===== src/rtl/video_timing_gen.sv =====
// video_timing_gen: raster timing generator producing beam position, syncs, data enable and line/frame strobes.
// Define VIDEO_TIMING_GEN_FRAME_CNT_EN to add a 16-bit frame_cnt output.
module video_timing_gen #(
  parameter int CORDW    = 12,
  parameter int H_ACTIVE = 640,
  parameter int H_FP     = 16,
  parameter int H_SYNC   = 96,
  parameter int H_BP     = 48,
  parameter bit H_POL    = 1'b0,
  parameter int V_ACTIVE = 480,
  parameter int V_FP     = 10,
  parameter int V_SYNC   = 2,
  parameter int V_BP     = 33,
  parameter bit V_POL    = 1'b0
) (
  input  logic             clk_pix,
  input  logic             rst_pix,
  input  logic             en,
  output logic [CORDW-1:0] sx,
  output logic [CORDW-1:0] sy,
  output logic             hsync,
  output logic             vsync,
  output logic             de,
  output logic             line,
  output logic             frame
`ifdef VIDEO_TIMING_GEN_FRAME_CNT_EN
  ,
  output logic [15:0]      frame_cnt
`endif
);
  localparam int H_TOTAL = H_ACTIVE + H_FP + H_SYNC + H_BP;
  localparam int V_TOTAL = V_ACTIVE + V_FP + V_SYNC + V_BP;
  localparam int HS_BEG  = H_ACTIVE + H_FP;
  localparam int HS_END  = HS_BEG + H_SYNC;
  localparam int VS_BEG  = V_ACTIVE + V_FP;
  localparam int VS_END  = VS_BEG + V_SYNC;
  localparam logic [CORDW-1:0] H_LAST = CORDW'(H_TOTAL - 1);
  localparam logic [CORDW-1:0] V_LAST = CORDW'(V_TOTAL - 1);
  if (H_TOTAL - 1 > (1 << CORDW) - 1 || V_TOTAL - 1 > (1 << CORDW) - 1) begin : g_cordw_check
    $error("video_timing_gen: CORDW too narrow for H_TOTAL/V_TOTAL");
  end
  logic [CORDW-1:0] nx;
  logic [CORDW-1:0] ny;
  always_comb begin
    nx = (sx == H_LAST) ? '0 : sx + 1'b1;
    ny = (sx != H_LAST) ? sy : (sy == V_LAST) ? '0 : sy + 1'b1;
  end
  // Decode from the next position so every output matches the sx/sy it is registered alongside.
  always_ff @(posedge clk_pix) begin
    if (rst_pix) begin
      sx    <= H_LAST;
      sy    <= V_LAST;
      hsync <= !H_POL;
      vsync <= !V_POL;
      de    <= 1'b0;
      line  <= 1'b0;
      frame <= 1'b0;
    end else begin
      line  <= en && nx == '0;
      frame <= en && nx == '0 && ny == '0;
      if (en) begin
        sx    <= nx;
        sy    <= ny;
        hsync <= (int'(nx) >= HS_BEG && int'(nx) < HS_END) ? H_POL : !H_POL;
        vsync <= (int'(ny) >= VS_BEG && int'(ny) < VS_END) ? V_POL : !V_POL;
        de    <= int'(nx) < H_ACTIVE && int'(ny) < V_ACTIVE;
      end
    end
  end
`ifdef VIDEO_TIMING_GEN_FRAME_CNT_EN
  always_ff @(posedge clk_pix) begin
    if (rst_pix) frame_cnt <= '0;
    else if (en && nx == '0 && ny == '0) frame_cnt <= frame_cnt + 1'b1;
  end
`endif
endmodule


===== config.mk =====
export PLATFORM = sky130hd
export DESIGN_NAME = video_timing_gen
export DESIGN_NICKNAME = d
export VERILOG_FILES = /design/src/rtl/video_timing_gen.sv
export SDC_FILE = /design/constraint.sdc
export NUM_CORES = 1
export LEC_CHECK = 0
export ABC_AREA = 0
export CORE_AREA = 2 2 80 59
export CTS_CLUSTER_SIZE = 20
export DETAILED_ROUTE_END_ITERATION = 8
export DIE_AREA = 0 0 82 61
export HOLD_SLACK_MARGIN = 0.06
export MAX_ROUTING_LAYER = met4
export PLACE_DENSITY = 0.84
export SETUP_SLACK_MARGIN = 0.4
export SLEW_MARGIN = 40
export SYNTH_ARGS = -nofsm -noshare
export SYNTH_HDL_FRONTEND = slang
export SYNTH_SLANG_ARGS = --single-unit

===== constraint.sdc =====
create_clock -name clk_pix -period 2.6 [get_ports clk_pix]
set_input_delay 0.26 -clock clk_pix [delete_from_list [all_inputs] [get_ports clk_pix]]
set_output_delay 0.26 -clock clk_pix [all_outputs]
set_load 0.05 [all_outputs]

==> flow_metrics.env <==
export IMPL_firstDrtPassIters=5
export IMPL_rsz0062_at_grt="true"
export IMPL_clockBufferDepth=2
export IMPL_wl_um=6294
export IMPL_via_count=2348
export IMPL_worst_clock_skew_ns=0.007359
export IMPL_endpoint_kind="register"
export IMPL_synth_edf_count=0
export IMPL_hpwl_um=3786
export IMPL_die_h_um=61
export IMPL_syn_area_mm2=0.002032
export IMPL_cts_buffers=5
export IMPL_antennaDiodeCount=0
export IMPL_crit_required_ns=2.80
export IMPL_detail_route_vias_per_cell=6.433
export IMPL_ys_async_sr_fraction_pct=0
export IMPL_critPathLaunchType="register"
export IMPL_drc_errors=0
export IMPL_grtUsageMet3_pct=6.548
export IMPL_ys_dominant_reg_cell="dfxtp_1"
export IMPL_core_region_area_mm2=0.004204
export IMPL_crit_start="sx[9]"
export IMPL_drtIter0Drc=274
export IMPL_worstSkewPairLatency_ns=0.29
export IMPL_tns_ns=0
export IMPL_gr_total_overflow=0
export IMPL_cp_arrival_ns=2.45
export IMPL_place_congestion=1.009
export IMPL_ys_seq_area_share_pct=28.57
export IMPL_cts_tree="built"
export IMPL_placed_cells=335
export IMPL_dieWidth_um=82
export IMPL_grt_use_total_pct=27.37
export IMPL_outcome="completed"
export IMPL_grt_first_pass_wirelength_um=10140
export IMPL_hp_class="reg -> reg"
export IMPL_synth_net_count=272
export IMPL_portBuffers=31
export IMPL_critPathMaxFanout=6
export IMPL_grt_antenna_before_repair=0
export IMPL_final_cells=365
export IMPL_worstMarginPinSlew_ns=0.5067
export IMPL_busiest_layer="met1"
export IMPL_ir_worst_vdd_uv=349.0
export IMPL_ys_ff_latch=29
export IMPL_hold_violations=0
export IMPL_wl_per_cell_um=17.24
export IMPL_n_fill_cell=334
export IMPL_grt_util_met1_pct=38.64
export IMPL_min_period_ns=2.252
export IMPL_layout_commonest_cell="clkdlybuf4s50_1"
export IMPL_reg2reg_from="sx[9]"
export IMPL_holdBufCountCts=0
export IMPL_nets=316
export IMPL_clk_pin_slew_ns=0.07
export IMPL_synthToLayoutAreaGrowth_pct=36.39
export IMPL_synthCells=265
export IMPL_grt_pass1_vias=2137
export IMPL_p_leak_nw=1.064
export IMPL_period_share_pct=86.60
export IMPL_clock_sinks=29
export IMPL_met2_usage_pct=37.51
export IMPL_fmax_ghz=0.4441
export IMPL_ant_nets=0
export IMPL_root_buffer="clkbuf_8"
export IMPL_io_pins=32
export IMPL_layout_drive_gt1_share_pct=24.84
export IMPL_initial_core_util_pct=48.33
export IMPL_worstHoldStart="sx[0]"
export IMPL_grt_max_degree=38
export IMPL_setup_violations=0
export IMPL_rows=20
export IMPL_most_common_layout_cells="clkdlybuf4s50_1, buf_4, nor2_1"
export IMPL_power_density_mw_per_mm2=554.8
export IMPL_synth_avg_cell_area_um2=7.668
export IMPL_critPathKind="reg -> reg"
export IMPL_yosysWarnings=0
export IMPL_die_area_mm2=0.005002
export IMPL_htreeDepth=2
export IMPL_slew_headroom_pct=66.11
export IMPL_cap_violations=0
export IMPL_ys_types=54
export IMPL_slew_violations=0
critical path, cell delays in order (launching register included):
cell,delay (ns)
dfxtp_4,0.34
buf_4,0.14
nor2b_1,0.31
nand4_1,0.18
buf_4,0.20
o311ai_1,0.08
nand4_1,0.15
or4_4,0.56
a2111oi_4,0.19
cells by family (layout without fill, tap and decap cells):
family	Yosys count	count (layout)	share of synthesized area [%]
AND/OR/NAND/NOR	119	119	33.25
AO/OA/AOI/OAI	67	67	22.04
buffers and inverters	30	75	6.650
flip-flops	29	29	28.57
XOR/XNOR	14	14	6.035
adder cells (fa/ha/maj)	4	4	2.463
multiplexers	2	2	0.9853
final timing paths:
check,slack [ns],cells after the start,endpoint
min reg2reg,0.50,1,sx[0]
max reg2reg,0.35,8,frame
max,0.35,8,frame
min,0.50,1,sx[0]
area by class of cell:
type                    instances  area [um2]  area share [%]
inverters                       7       26.28          0.9481
multi-input cells             206        1421           51.29
clock buffers                   7       96.34           3.476
repair buffers                 60       528.0           19.05
clock inverters                 1       5.005          0.1806
well taps                      55       68.82           2.483
flip-flops and latches         29       625.6           22.57
cells in the mapped netlist (all sizes together) (10+ instances only):
library cell | instances | area [um2]
dfxtp | 29 | 580.6
clkbuf | 16 | 60.06
and3 | 10 | 62.56
nor2 | 24 | 90.09
nand2 | 17 | 71.32
nand3 | 16 | 80.08
o21ai | 12 | 60.05
nor3 | 13 | 70.07
a21oi | 18 | 90.09
metrics by stage:
stage               worst slack (ns)  total power, mW  instance area (um2)  utilization (%)  hold WS, ns
floorplan                     0.1309           0.9098                 2096                -       0.5805
global placement              0.2895            1.027                 2415            57.44       0.4649
detailed placement            0.1839            1.028                 2415            57.44       0.4699
CTS                           0.4124            1.505                 2711            64.49       0.4979
global route                  0.2797            1.602                 2771            65.92       0.5233
finish                        0.3485            1.537                 2771            65.92       0.4999
state kept, by name (all words and copies together) (netlist names):
signal	count
de	1
hsync	1
sx	12
vsync	1
line	1
frame	1
sy	12
power breakdown:
group | switching [mW] | total, mW | internal, mW | leakage, nW
logic | 0.362 | 0.598 | 0.235 | 0.769
registers | 0.0468 | 0.517 | 0.470 | 0.240
clock network | 0.184 | 0.423 | 0.239 | 0.0542
total | 0.593 | 1.54 | 0.944 | 1.06
what timing repair did:
item / 4_1_cts / 5_1_grt
setup endpoints to repair: 5 / 7
resized for setup: 14 / 9
pin swaps: 10 / 4
cloned: 0 / 0
buffers inserted: 19 / 3
metal layers:
metal,vias up,part of all wire [%],routed length [um]
met1,1108,47,2952
li1,1070,-,-
met3,13,11,674
met2,157,41,2558
met5,-,0,0
met4,0,1.7,108
Power figures use the tool's default switching activity.
